## config.mk

```make
export PLATFORM = sky130hd
export DESIGN_NAME = riscv_mult_issue
export DESIGN_NICKNAME = d
export VERILOG_FILES = /design/src/rtl/riscv_mult_issue_pkg.sv /design/src/rtl/riscv_mult_issue.sv
export SDC_FILE = /design/constraint.sdc
export NUM_CORES = 1
export LEC_CHECK = 0
export BUFFER_PORTS_ARGS = -buffer_cell sky130_fd_sc_hd__buf_2
export CORE_MARGIN = 2
export CORE_UTILIZATION = 50
export CTS_CLUSTER_SIZE = 8
export DETAILED_ROUTE_END_ITERATION = 7
export MAX_ROUTING_LAYER = met4
export PLACE_DENSITY = 0.87
export SLEW_MARGIN = 20
export SYNTH_ARGS = -nofsm -noshare
export SYNTH_HDL_FRONTEND = slang
export SYNTH_SLANG_ARGS = --single-unit
```

## constraint.sdc

```tcl
create_clock -name clk -period 4.2 [get_ports clk]
set_clock_uncertainty 0.1 [all_clocks]
set_input_delay 0.84 -clock clk [delete_from_list [all_inputs] [get_ports clk]]
set_output_delay 0.84 -clock clk [all_outputs]
set_load 0.02 [all_outputs]
```

## src/rtl/riscv_mult_issue_pkg.sv

```systemverilog
// riscv_mult_issue_pkg: shared types and encodings for the multiplier issue wrapper.
package riscv_mult_issue_pkg;
    typedef enum logic [1:0] {IDLE, LAUNCH, WAIT, DRAIN} state_t;
    localparam logic [2:0] MUL_MAC32 = 3'b000;
    localparam logic [2:0] MUL_H     = 3'b110;
    localparam logic [1:0] MULH   = 2'b11;
    localparam logic [1:0] MULHSU = 2'b01;
    localparam logic [1:0] MULHU  = 2'b00;
endpackage

```

## src/rtl/riscv_mult_issue.sv

```systemverilog
// riscv_mult_issue: holds a multiply request stable for riscv_mult, drives its enable level
// and collects the result into a writeback register, with flush and a hang watchdog.
module riscv_mult_issue
    import riscv_mult_issue_pkg::*;
#(
    parameter int TIMEOUT_CYC = 16,
    parameter int CNT_W       = 5
) (
    input  logic        clk,
    input  logic        rst_n,
    input  logic        req_valid_i,
    output logic        req_ready_o,
    input  logic [2:0]  operator_i,
    input  logic [31:0] op_a_i,
    input  logic [31:0] op_b_i,
    input  logic [1:0]  short_signed_i,
    input  logic [4:0]  rd_addr_i,
    input  logic        flush_i,
    output logic        mult_enable_o,
    output logic [2:0]  mult_operator_o,
    output logic [31:0] mult_op_a_o,
    output logic [31:0] mult_op_b_o,
    output logic [1:0]  mult_short_signed_o,
    input  logic [31:0] mult_result_i,
    input  logic        mult_ready_i,
    output logic        mult_ready_o,
    output logic        wb_valid_o,
    input  logic        wb_ready_i,
    output logic [31:0] wb_data_o,
    output logic [4:0]  wb_rd_addr_o,
    output logic        busy_o,
    output logic        err_o
);
    state_t           state;
    logic [4:0]       rd_q;
    logic [CNT_W-1:0] wd_cnt;
    logic             capture;

    // capture beats a same-cycle flush: the operation is already complete
    assign capture      = (state == WAIT) && mult_ready_i && (!wb_valid_o || wb_ready_i);
    assign req_ready_o  = (state == IDLE) && !flush_i;
    assign mult_ready_o = capture;
    assign busy_o       = state != IDLE;

    always_ff @(posedge clk or negedge rst_n) begin
        if (!rst_n) begin
            state               <= IDLE;
            mult_enable_o       <= 1'b0;
            mult_operator_o     <= '0;
            mult_op_a_o         <= '0;
            mult_op_b_o         <= '0;
            mult_short_signed_o <= '0;
            rd_q                <= '0;
            wb_valid_o          <= 1'b0;
            wb_data_o           <= '0;
            wb_rd_addr_o        <= '0;
            wd_cnt              <= '0;
            err_o               <= 1'b0;
        end else begin
            case (state)
                IDLE: if (req_valid_i && !flush_i) begin
                    mult_operator_o     <= operator_i;
                    mult_op_a_o         <= op_a_i;
                    mult_op_b_o         <= op_b_i;
                    mult_short_signed_o <= short_signed_i;
                    rd_q                <= rd_addr_i;
                    mult_enable_o       <= 1'b1;
                    wd_cnt              <= '0;
                    state               <= LAUNCH;
                end
                LAUNCH: begin
                    mult_enable_o <= !flush_i;
                    state         <= flush_i ? DRAIN : WAIT;
                end
                WAIT: if (capture) begin
                    mult_enable_o <= 1'b0;
                    state         <= IDLE;
                end else if (flush_i) begin
                    mult_enable_o <= 1'b0;
                    state         <= DRAIN;
                end
                DRAIN: if (mult_ready_i) state <= IDLE;
                default: state <= IDLE;
            endcase
            if (capture) begin
                wb_valid_o   <= 1'b1;
                wb_data_o    <= mult_result_i;
                wb_rd_addr_o <= rd_q;
            end else if (wb_ready_i) begin
                wb_valid_o <= 1'b0;
            end
            // saturating watchdog; err latches on the edge the count reaches TIMEOUT_CYC
            if ((state == WAIT || state == DRAIN) && !mult_ready_i) begin
                if (wd_cnt != '1) wd_cnt <= wd_cnt + 1'b1;
                if (wd_cnt == CNT_W'(TIMEOUT_CYC - 1)) err_o <= 1'b1;
            end
        end
    end
endmodule

```

# Word level (Yosys, flattened, before mapping)
# Cells that the tools add are included.
dict set report classes {
  eq_ne 8
  n_reduce_logical 18
  addsub 1
  mux 16
}
# operator count
set ops {}
lappend ops {{2-to-1 mux 5 bit} 4}
lappend ops {{2-to-1 mux 2 bit} 4}
lappend ops {{one-hot mux 2 bit (4 select lines)} 1}
lappend ops {{2-to-1 mux 1 bit} 6}
lappend ops {{AND reduction 3 bit} 2}
lappend ops {{adder 5 x 1 -> 5 bit, second input constant} 1}
lappend ops {{equality test 5 x 4 -> 1 bit, second input constant} 1}
lappend ops {{logical AND 1 bit} 5}
lappend ops {{!= test 5 bit, second input constant} 1}
lappend ops {{equality test 2 bit, second input constant} 2}
lappend ops {{AND reduction 2 bit} 2}
lappend ops {{nonzero test 2 bit} 2}
lappend ops {{logical NOT 1 bit} 3}
lappend ops {{!= test 3 bit, second input constant} 1}
lappend ops {{one-hot mux 1 bit (3 select lines)} 1}
lappend ops {{nonzero test 3 bit} 1}
lappend ops {{equality test 2 x 1 -> 1 bit, second input constant} 1}
lappend ops {{logical NOT 2 bit} 1}
lappend ops {{logical OR 1 bit} 2}
lappend ops {{!= test 2 x 1 -> 1 bit, second input constant} 1}
lappend ops {{!= test 2 bit, second input constant} 1}
dict set report word_totals {
  regBits 121
  input_bits 112
  wordCells 55
}

# Depth between registers and ports, before layout
# Gate-level depths: netlist of the first run.
dict set report depth {
  word_depth 6
  mapped_depth 7
}

# Least setup slack after synthesis of the first run
# OpenSTA, ideal clock, no wires.
dict set report synth_path {
  path_kind {input to output}
  startpoint {input wb_ready_i}
  endpoint {output mult_ready_o}
  setup_slack_ps 1877
  cell_stages 3
  arrival_ps 1383
  path_cell_list {nor2b_1 -> nor3_1 -> buf_2}
}
dict set report synth_via {
  elab_chain_len 2
}
# element line
set synth_rtl {}
lappend synth_rtl {{start: declaration} riscv_mult_issue.sv:28} ;# input logic wb_ready_i,
lappend synth_rtl {{logical OR 1 bit} riscv_mult_issue.sv:40} ;# assign capture = (state == WAIT) && mult_ready_i && (!wb_valid_o || wb_ready_i);
lappend synth_rtl {{logical AND 1 bit} riscv_mult_issue.sv:40}
lappend synth_rtl {{end: declaration} riscv_mult_issue.sv:26} ;# output logic mult_ready_o,
# Every way passes these cells.

# Worst setup path after layout of the first run
dict set report layout_path {
  startpoint {register state[1]}
  endpoint {output mult_ready_o}
}
dict set report layout_via {
  elab_chain_len 3
}
# element line
set layout_rtl {}
lappend layout_rtl {{start: declaration} riscv_mult_issue.sv:34} ;# state_t state;
lappend layout_rtl {{start signal: assignment} riscv_mult_issue.sv:73} ;# state <= flush_i ? DRAIN : WAIT;
lappend layout_rtl {{equality test 2 bit} riscv_mult_issue.sv:40}
lappend layout_rtl {{logical AND 1 bit (2 in series)} riscv_mult_issue.sv:40}
# Every way passes these cells.

==> results of run 1 <==
## final cells by class
cell class / instances / area, µm²
Sequential cell: 121 / 3030
Fill cell: 669 / 2690
Multi-Input combinational cell: 301 / 1550
Timing Repair Buffer: 227 / 1160
Clock buffer: 19 / 442
Clock inverter: 13 / 191
Tap cell: 129 / 161
Inverter: 4 / 15.0
## cells in the mapped netlist, drive strengths merged
cell type	count
a211o	1
or3	2
mux2	37
or2	1
o211ai	1
a22o	1
nor2b	4
o21a	1
a21o	1
o21ai	5
nor4b	1
inv	4
buf	16
o2bb2ai	1
a31oi	1
dfrtp	121
nand2b	2
or3b	1
a21oi	3
ha	3
nor3b	2
o221ai	1
nor2	3
or4b	1
nand3	2
and3	1
clkbuf	8
nand2	224
nor3	1
## flip-flops by register name, summed over array words and instances, names as in the netlist
signal	flops
rd_q	5
mult_short_signed_o	2
wb_data_o	32
mult_op_a_o	32
wd_cnt	5
mult_op_b_o	32
wb_valid_o	1
mult_operator_o	3
err_o	1
wb_rd_addr_o	5
mult_enable_o	1
state	2
## power by group through the flow
stage / clock, mW / sequential [mW] / combinational (mW)
after floorplan: 0 / 2.62 / 0.726
after global placement: 0 / 2.01 / 2.00
after detailed placement: 0 / 2.04 / 2.07
after CTS: 1.55 / 2.03 / 2.09
after global routing: 1.61 / 2.10 / 2.24
final: 1.52 / 2.03 / 2.06
## placed cells by master (no fill, tap or decap), types with 2 or more instances in the layout
cell        netlist  layout
clkbuf_16         0      16
mux2_1           10      10
inv_6             0       3
dfrtp_1         121     121
ha_1              3       3
a21oi_1           3       3
or3_1             2       2
inv_1             4       4
nand2b_1          2       2
clkinv_4          0       2
mux2_2           27      27
nand3_1           2       2
nor2_1            3       3
bufinv_16         0       4
nand2_1         224     224
buf_4             1       4
clkinvlp_4        0       3
buf_2             8     222
nor3b_1           2       2
o21ai_0           4       4
nor2b_1           4       4
clkbuf_8          0       3
## path summary, 6_finish.rpt
check                                   start  slack [ns]  depth (start not counted)                  to
setup / recovery                     state[1]        1.53                          3        mult_ready_o
hold / removal                          rst_n        0.31                          1       wb_data_o[18]
setup reg to reg                    wd_cnt[0]        2.04                          6           wd_cnt[3]
hold reg to reg            mult_operator_o[0]        0.37                          2  mult_operator_o[0]
max in group asynchronous               rst_n        2.90                          2        wb_data_o[9]
min in group clk           mult_operator_o[0]        0.37                          2  mult_operator_o[0]
## kinds of logic (layout without fill, tap and decap cells)
group	after synthesis	count (layout)	share of synthesized area (%)
adders and majority gates	3	3	0.791
muxes	37	37	8.77
and+or+nand+nor	245	245	20.9
DFF	121	121	63.8
AOI/OAI and AO/OA	16	16	2.19
buffers and inverters	28	263	3.61
## critical path, stage by stage (launching register included)
cell	delay, ns
dfrtp_1	0.57
nand2_1	0.18
nor3_2	0.26
buf_2	0.23
## routing by layer
layer  global-route usage [%]  part of all wire [%]  vias up
met2                     39.6                    51      159
li1                         -                     -     1872
met4                     7.17                   1.1        0
met3                     8.14                   7.4       11
met1                     26.6                    40     1852
met5                        -                     0        -
## stage by stage
| step | utilization (%) | power, mW |
|---|---|---|
| CTS | 70.9 | 5.66 |
| detailed placement | 64.1 | 4.12 |
| global route | 70.9 | 5.95 |
| floorplan | - | 3.34 |
| global placement | 64.1 | 4.01 |
| finish | 70.9 | 5.61 |
==> run_results.csv, run 1 <==
group,metric,value,unit
timing,clock.fmax,0.375,GHz
timing,slew_viol_final,0,
logic_synthesis,synth-seq-area-share,63.8,%
route,initialDrtViolationCount,103,
grt,grt_pass1_vias,3934,
die,pin_count,224,
grt,overflow,0,
finish,drive_above_1_share,42.3,%
timing,fin_crit_sh,63.5,%
setup_path,worst-path-max-fanout,12,
clock_network,htreeDepth,4,
power,comb_power_share,36.7,%
die,initial_core_util,51.4,%
timing,finalHoldViolCount,0,
power,power_density,856,nW/µm²
clock_network,path_clk_slew,0.06,ns
placement,pre_cts_ws,1.76,ns
route,drt_first_pass_iters,4,
setup_path,cp.arrival,1.73,ns
timing,hold_ws,0.313,ns
clock_network,cts_made_buffers,17,
route,wl_per_cell,14.1,µm
clock_network,cts.repair.resized,0,
setup_path,required,3.26,ns
die,die_y,101,µm
setup_path,crit_path_end_kind,"output port",
job,cap_violations,0,
logic_synthesis,postSynthAreaPerCell,10.6,µm²
power,power.share.clock,27.1,%
grt,grt_antenna_before_repair,0,
logic_synthesis,syn_area,4750,µm²
hold_path,holdCritPathClass,"primary input to asynchronous set/reset pin",
power,intPower,3.47,mW
power,p_sw_share,38.2,%
clock_network,cts_buffer_depth,2,
grt,grt_pass1_wl,18000,µm
die,dieArea,10300,µm²
placement,hpwlAfterDp,8320,µm
finish,final_area,6550,µm²
logic_synthesis,ys_seq_elements,121,
clock_network,clk_latency,0.49,ns
route,route.detailed.drc,0,
clock_network,cts_root_buf,"clkbuf_8",
timing,period_minus_slack,2.67,ns
die,fp.dieW,101,µm
setup_path,cp-start-kind,"flop",
finish,finalNetCount,787,
timing,worstMarginPinSlew,0.770,ns
placement,port_buffers,223,
setup_path,worstSetupPathType,"flop to output port",
route,drt_wl_total,11400,µm
logic_synthesis,synth_cells,450,
logic_synthesis,synth_top_area_cell,"dfrtp_1",
timing,setup_ws,1.53,ns
clock_network,clkSinkCount,121,
timing,setup_tns,0,ns
power,leakagePower,3.64,nW
grt,grt.total_usage,23.6,%
placement,place_congestion,0.757,
placement,place_inst,782,
placement,placed_area,5920,µm²
grt,grt_max_degree,76,
clock_network,post_cts_buffers,0,
logic_synthesis,synth.net_count,565,
logic_synthesis,yosysTopAreaCellShare,63.8,%
power,vdd.ir_drop.worst,0.436,mV
route,vias_per_cell,4.78,
clock_network,cts_tree,"yes",
timing,slew_headroom,48.7,%
power,switching_power,2.14,mW
power,seqPwrFrac,36.2,%
die,core-area,9240,µm²
run_status,status,"completed",
die,num_rows,35,
finish,layoutNonFillerInstCount,814,
clock_network,cts.hold.buffers_added,0,
finish,diodes,0,
logic_synthesis,yosys-top-cells-area,"dfrtp_1 (64%), nand2_1 (18%), mux2_2 (6.4%)",
timing,setup_viol,0,
finish,syn2layout_area_growth,38.0,%
route,postRouteAntennaNets,0,
route,vias,3894,
logic_synthesis,yosys_warnings,0,
logic_synthesis,synth.distinct_cells,33,
timing,rsz0062_at_grt,"false",
No activity file was read; power rests on OpenSTA's default activity.
==> run 2, diff against run 1 <==
--- a/config.mk
+++ b/config.mk
@@ -5,13 +5,14 @@
 export SDC_FILE = /design/constraint.sdc
 export NUM_CORES = 1
 export LEC_CHECK = 0
+export ABC_AREA = 1
 export BUFFER_PORTS_ARGS = -buffer_cell sky130_fd_sc_hd__buf_2
 export CORE_MARGIN = 2
-export CORE_UTILIZATION = 50
+export CORE_UTILIZATION = 47
 export CTS_CLUSTER_SIZE = 8
 export DETAILED_ROUTE_END_ITERATION = 7
 export MAX_ROUTING_LAYER = met4
-export PLACE_DENSITY = 0.87
+export PLACE_DENSITY = 0.82
 export SLEW_MARGIN = 20
 export SYNTH_ARGS = -nofsm -noshare
 export SYNTH_HDL_FRONTEND = slang
==> constraint.sdc (replaced) <==
create_clock -name clk -period 2.8 [get_ports clk]
set_clock_uncertainty 0.1 [all_clocks]
set_input_delay 0.56 -clock clk [delete_from_list [all_inputs] [get_ports clk]]
set_output_delay 0.56 -clock clk [all_outputs]
set_load 0.02 [all_outputs]
==> run_results.csv, run 2 <==
group,metric,value,unit
grt,grt_pass1_wl,19800,µm
logic_synthesis,synth_edf_count,0,
placement,pre_cts_ws,0.726,ns
hold_path,min_from,"mult_result_i[30]",
route,vias_per_cell,4.84,
clock_network,cts_tree,"yes",
route,initialDrtViolationCount,323,
timing,finalHoldViolCount,0,
die,initial_core_util,47.8,%
hold_path,hold_end,"wb_data_o[30]",
setup_path,r2r_slack,0.95,ns
finish,layout_common_cells,"nand2_1 (278), buf_2 (222), dfrtp_1 (121), nand3_1 (78), clkbuf_16 (16)",
timing,period_minus_slack,2.19,ns
timing,setup_ws,0.614,ns
logic_synthesis,synth.distinct_cells,20,
grt,grt.total_usage,22.7,%
logic_synthesis,synthArstFlopShare,100,%
logic_synthesis,synth_top_area_cell,"dfrtp_1",
clock_network,htreeDepth,4,
clock_network,clkSinkCount,121,
setup_path,cp_slowest_cell,"dfrtp_1",
logic_synthesis,synth.net_count,667,
clock_network,cts.hold.buffers_added,1,
die,die_y,106,µm
timing,fin_crit_sh,78.1,%
finish,syn2layout_area_growth,37.4,%
die,pin_count,224,
finish,drive_above_1_share,34.4,%
route,wl_per_cell,13.1,µm
finish,final_common_cell,"nand2_1",
logic_synthesis,synth_most_common_cell,"nand2_1",
placement,place_inst,888,
timing,slew_headroom,53.3,%
route,vias,4460,
grt,grt_max_degree,76,
setup_path,cp_cell_sequence,"inv_1 -> nand2_1 -> inv_2 -> nand3_2 -> inv_2 -> buf_2",
placement,placed_area,6070,µm²
finish,multi_input_area,1620,µm²
finish,register_area,3030,µm²
setup_path,reg2reg_depth,7,
finish,reg.largest.list,"mult_op_a_o: 32 flops, mult_op_b_o: 32 flops, wb_data_o: 32 flops",
finish,final_area,6720,µm²
timing,rsz0062_at_grt,"false",
route,drt_wl_total,12100,µm
timing,setup_viol,0,
logic_synthesis,ys_top_cells_by_count,"nand2_1 (279), dfrtp_1 (121), nand3_1 (78), buf_2 (17), inv_1 (13)",
clock_network,cts_made_buffers,17,
placement,place_congestion,0.805,
timing,slew_viol_final,0,
setup_path,crit_top_cell,"inv_2",
hold_path,holdCritPathClass,"primary input to flop",
job,cap_violations,0,
setup_path,worst-path-max-fanout,5,
finish,diodes,0,
finish,layoutNonFillerInstCount,921,
route,route.detailed.drc,0,
clock_network,cts_root_buf,"clkbuf_8",
run_status,status,"completed",
clock_network,clk_latency,0.50,ns
clock_network,cts_buffer_depth,2,
setup_path,rr_endpoint,"wd_cnt[0]",
clock_network,post_cts_buffers,0,
setup_path,worstSetupPathType,"flop to output port",
grt,grt_antenna_before_repair,0,
finish,n_fill_cell,800,
placement,hpwlAfterDp,8460,µm
hold_path,holdPathStages,3,
placement,port_buffers,223,
grt,grt_pass1_vias,4330,
clock_network,cts.repair.resized,0,
timing,clock.fmax,0.458,GHz
setup_path,r2r_start,"wd_cnt[0]",
setup_path,cp-start-kind,"flop",
die,fp.dieW,106,µm
finish,finalNetCount,887,
logic_synthesis,synth-seq-area-share,61.9,%
setup_path,cp.arrival,1.53,ns
die,num_rows,37,
setup_path,required,2.14,ns
setup_path,cp_slowest_stage_delay,0.46,ns
grt,overflow,0,
logic_synthesis,ys_seq_elements,121,
logic_synthesis,yosysTopAreaCellShare,61.9,%
setup_path,crit_path_end_kind,"output port",
power,vdd.ir_drop.worst,0.596,mV
power,leakagePower,3.96,nW
logic_synthesis,ys.flop_type,"dfrtp_1",
timing,setup_tns,0,ns
logic_synthesis,yosys-top-cells-area,"dfrtp_1 (62%), nand2_1 (21%), nand3_1 (8.0%)",
route,postRouteAntennaNets,0,
logic_synthesis,postSynthAreaPerCell,8.86,µm²
power,power.total,8.46,mW
die,core-area,10200,µm²
logic_synthesis,yosys_warnings,0,
die,dieArea,11200,µm²
timing,worstMarginPinSlew,0.701,ns
clock_network,path_clk_slew,0.06,ns
route,drt_first_pass_iters,6,
logic_synthesis,syn_area,4890,µm²
logic_synthesis,synth_cells,552,
power,power_density,1260,nW/µm²
[run 2: cell count changes after synthesis, sizes merged, moves of 2 or more]
cell	before	now
buf	16	26
clkbuf	8	6
inv	4	15
mux2	37	0
nand2	224	279
nand2b	2	0
nand3	2	79
nor2	3	10
nor2b	4	0
nor3b	2	0
or3	2	0
[run 2: kinds of logic (layout without fill, tap and decap cells)]
family	count (synthesis)	in the layout	synth area share, %
compound gates	12	12	1.41
fa+ha+maj	3	3	0.768
buf+inv	47	280	5.27
flops	121	121	61.9
simple gates	369	369	30.6
[run 2: cell type report]
class	count	share of cell area, %
inverters	15	0.838
clock buffers	18	6.22
clock inverters	14	3.31
multi-input cells	384	24.0
repair buffers	233	18.0
flip-flops and latches	121	45.1
well taps	136	2.53
[run 2: per-layer routing]
| metal | routed length [µm] | GRT usage [%] | vias to the layer above |
|---|---|---|---|
| li1 | - | - | 2173 |
| met3 | 796 | 5.03 | 35 |
| met5 | 0 | - | - |
| met4 | 313 | 10.1 | 0 |
| met2 | 5840 | 36.7 | 184 |
| met1 | 5160 | 27.5 | 2068 |
[run 2: worst max path at each step]
stage               start  slack [ns]       endpoint  cells past startpoint
6_report         state[0]        0.61   mult_ready_o                      6
3_5_place_dp      flush_i        0.73  mult_enable_o                      8
5_1_grt          state[0]        0.52   mult_ready_o                      6
2_1_floorplan  wb_ready_i        1.09   mult_ready_o                      5
3_3_place_gp      flush_i        0.78  mult_enable_o                      8
4_1_cts          state[0]        0.60   mult_ready_o                      6
[run 2: report_power, final]
part	internal [mW]	total [mW]	switching, mW
registers	2.54	2.98	0.442
clock network	1.54	2.34	0.802
logic	0.997	3.13	2.14
[run 2: worst max-delay path: cells and delay by family (launching register included)]
family                 cells  cell delay, ns
buffers and inverters      4            0.40
DFF                        1            0.46
and+or+nand+nor            2            0.16
[run 2: metrics by stage]
| stage | hold slack (ns) | util [%] |
|---|---|---|
| global placement | 0.349 | 59.3 |
| CTS | 0.126 | 65.7 |
| global route | 0.134 | 65.7 |
| detailed placement | 0.354 | 59.3 |
| finish | 0.146 | 65.7 |
| floorplan | 0.164 | - |
==> run 3, diff against run 2 <==
==> constraint.sdc (replaced) <==
create_clock -name clk -period 2.05 [get_ports clk]
set_clock_uncertainty 0.1 [all_clocks]
set_input_delay 0.41 -clock clk [delete_from_list [all_inputs] [get_ports clk]]
set_output_delay 0.41 -clock clk [all_outputs]
set_load 0.02 [all_outputs]
==> run_results.csv, run 3 (synthesis gave the netlist of run 2 again) <==
group,metric,value,unit
run_status,status,"completed",
power,power.share.clock,25.7,%
clock_network,clk_latency,0.50,ns
timing,setup_tns,0,ns
route,vias_per_cell,4.84,
job,cap_violations,0,
grt,grt.total_usage,23.9,%
hold_path,holdPathStages,3,
timing,worstMarginPinSlew,0.597,ns
die,num_rows,37,
clock_network,cts_made_buffers,17,
setup_path,required,1.54,ns
die,fp.dieW,106,µm
die,pin_count,224,
placement,hpwlAfterDp,8340,µm
grt,grt_pass1_wl,20700,µm
timing,setup_viol,0,
timing,clock.fmax,0.505,GHz
setup_path,cp-start-kind,"flop",
finish,drive_above_1_share,34.2,%
timing,period_minus_slack,1.98,ns
power,comb_power_share,38.7,%
grt,grt_antenna_before_repair,0,
power,seqPwrFrac,35.6,%
power,intPower,6.77,mW
finish,diodes,0,
setup_path,crit_path_end_kind,"output port",
route,initialDrtViolationCount,457,
finish,syn2layout_area_growth,43.6,%
clock_network,cts_tree,"yes",
route,wl_per_cell,13.5,µm
setup_path,worst-path-max-fanout,4,
clock_network,cts_root_buf,"clkbuf_8",
power,switching_power,4.63,mW
setup_path,worstSetupPathType,"flop to output port",
die,core-area,10200,µm²
timing,hold_ws,0.0250,ns
route,postRouteAntennaNets,0,
die,initial_core_util,47.8,%
clock_network,cts_buffer_depth,2,
grt,overflow,0,
finish,final_common_cell,"nand2_1",
clock_network,clkSinkCount,121,
finish,reg.largest.list,"mult_op_a_o: 32 flops, mult_op_b_o: 32 flops, wb_data_o: 32 flops",
grt,grt_max_degree,61,
finish,layout_common_cells,"nand2_1 (278), buf_2 (221), dfrtp_1 (119), nand3_1 (78), dlygate4sd3_1 (28)",
route,drt_first_pass_iters,4,
grt,grt_pass1_vias,4448,
timing,slew_headroom,60.2,%
power,vdd.ir_drop.worst,0.769,mV
clock_network,path_clk_slew,0.06,ns
setup_path,reg2reg_depth,7,
timing,finalHoldViolCount,0,
route,vias,4622,
route,route.detailed.drc,0,
hold_path,holdCritPathClass,"primary input to flop",
power,leakagePower,4.09,nW
die,dieArea,11200,µm²
placement,port_buffers,223,
power,power_density,1620,nW/µm²
setup_path,cp.arrival,1.47,ns
placement,place_congestion,0.767,
clock_network,htreeDepth,4,
power,p_sw_share,40.6,%
timing,slew_viol_final,0,
route,drt_wl_total,12900,µm
timing,fin_crit_sh,96.7,%
die,die_y,106,µm
finish,finalNetCount,921,
## run 3: cell types whose count changed in the layout (fill, tap and decap cells not counted), sizes merged
cell	delta
dlygate4sd3	+27
buf	+7
bufinv	-2
inv	+2
## run 3: metal layers
layer,global-route usage (%),wire length [µm]
met5,-,0
met4,8.93,221
met3,6.56,962
met2,38.2,6260
met1,29.2,5410
## run 3: cell type report
class | count | area [µm²]
Inverter | 15 | 58.8
Timing Repair Buffer | 267 | 1550
Fill cell | 764 | 3210
Tap cell | 136 | 170
Multi-Input combinational cell | 384 | 1630
Clock inverter | 14 | 173
Clock buffer | 18 | 418
Sequential cell | 121 | 3030
## run 3: repair_timing
action,4_1_cts,5_1_grt
endpoints found under the setup margin,1,2
pin swaps,0,0
hold endpoints to repair,69,0
buffers inserted,1,5
hold buffers,28,0
resized for setup,4,2
## run 3: final timing paths
check	to	from	slack, ns
max in group asynchronous	state[0]	rst_n	0.99
min in group asynchronous	wb_data_o[6]	rst_n	0.26
hold / removal	mult_op_b_o[18]	op_b_i[18]	0.02
hold reg to reg	err_o	err_o	0.36
setup reg to reg	wd_cnt[1]	wd_cnt[0]	0.28
setup / recovery	mult_ready_o	state[0]	0.07
## run 3: worst max-delay path, cell delays in order, from the launching register on
cell	delay, ns
dfrtp_2	0.43
inv_1	0.08
nand2_1	0.08
inv_2	0.09
nand3_4	0.08
inv_4	0.08
buf_4	0.14
## run 3: through the flow
stage	instances	area, µm²	power (mW)	util (%)	setup slack (ns)
6_report	955	7020	11.4	68.6	0.0679
5_1_grt	955	7020	12.2	68.6	-0.0143
4_1_cts	950	6970	11.4	68.2	0.00439
3_5_place_dp	889	6090	8.38	59.5	0.185
3_3_place_gp	889	6090	8.22	59.5	0.302
2_1_floorplan	552	4890	6.81	-	0.376
## run 3: power groups by stage
stage	logic [mW]	clock network, mW	registers (mW)
finish	4.41	2.93	4.06
global route	4.86	3.10	4.19
CTS	4.39	2.99	4.05
detailed placement	4.33	0	4.05
global placement	4.20	0	4.02
floorplan	1.56	0	5.26
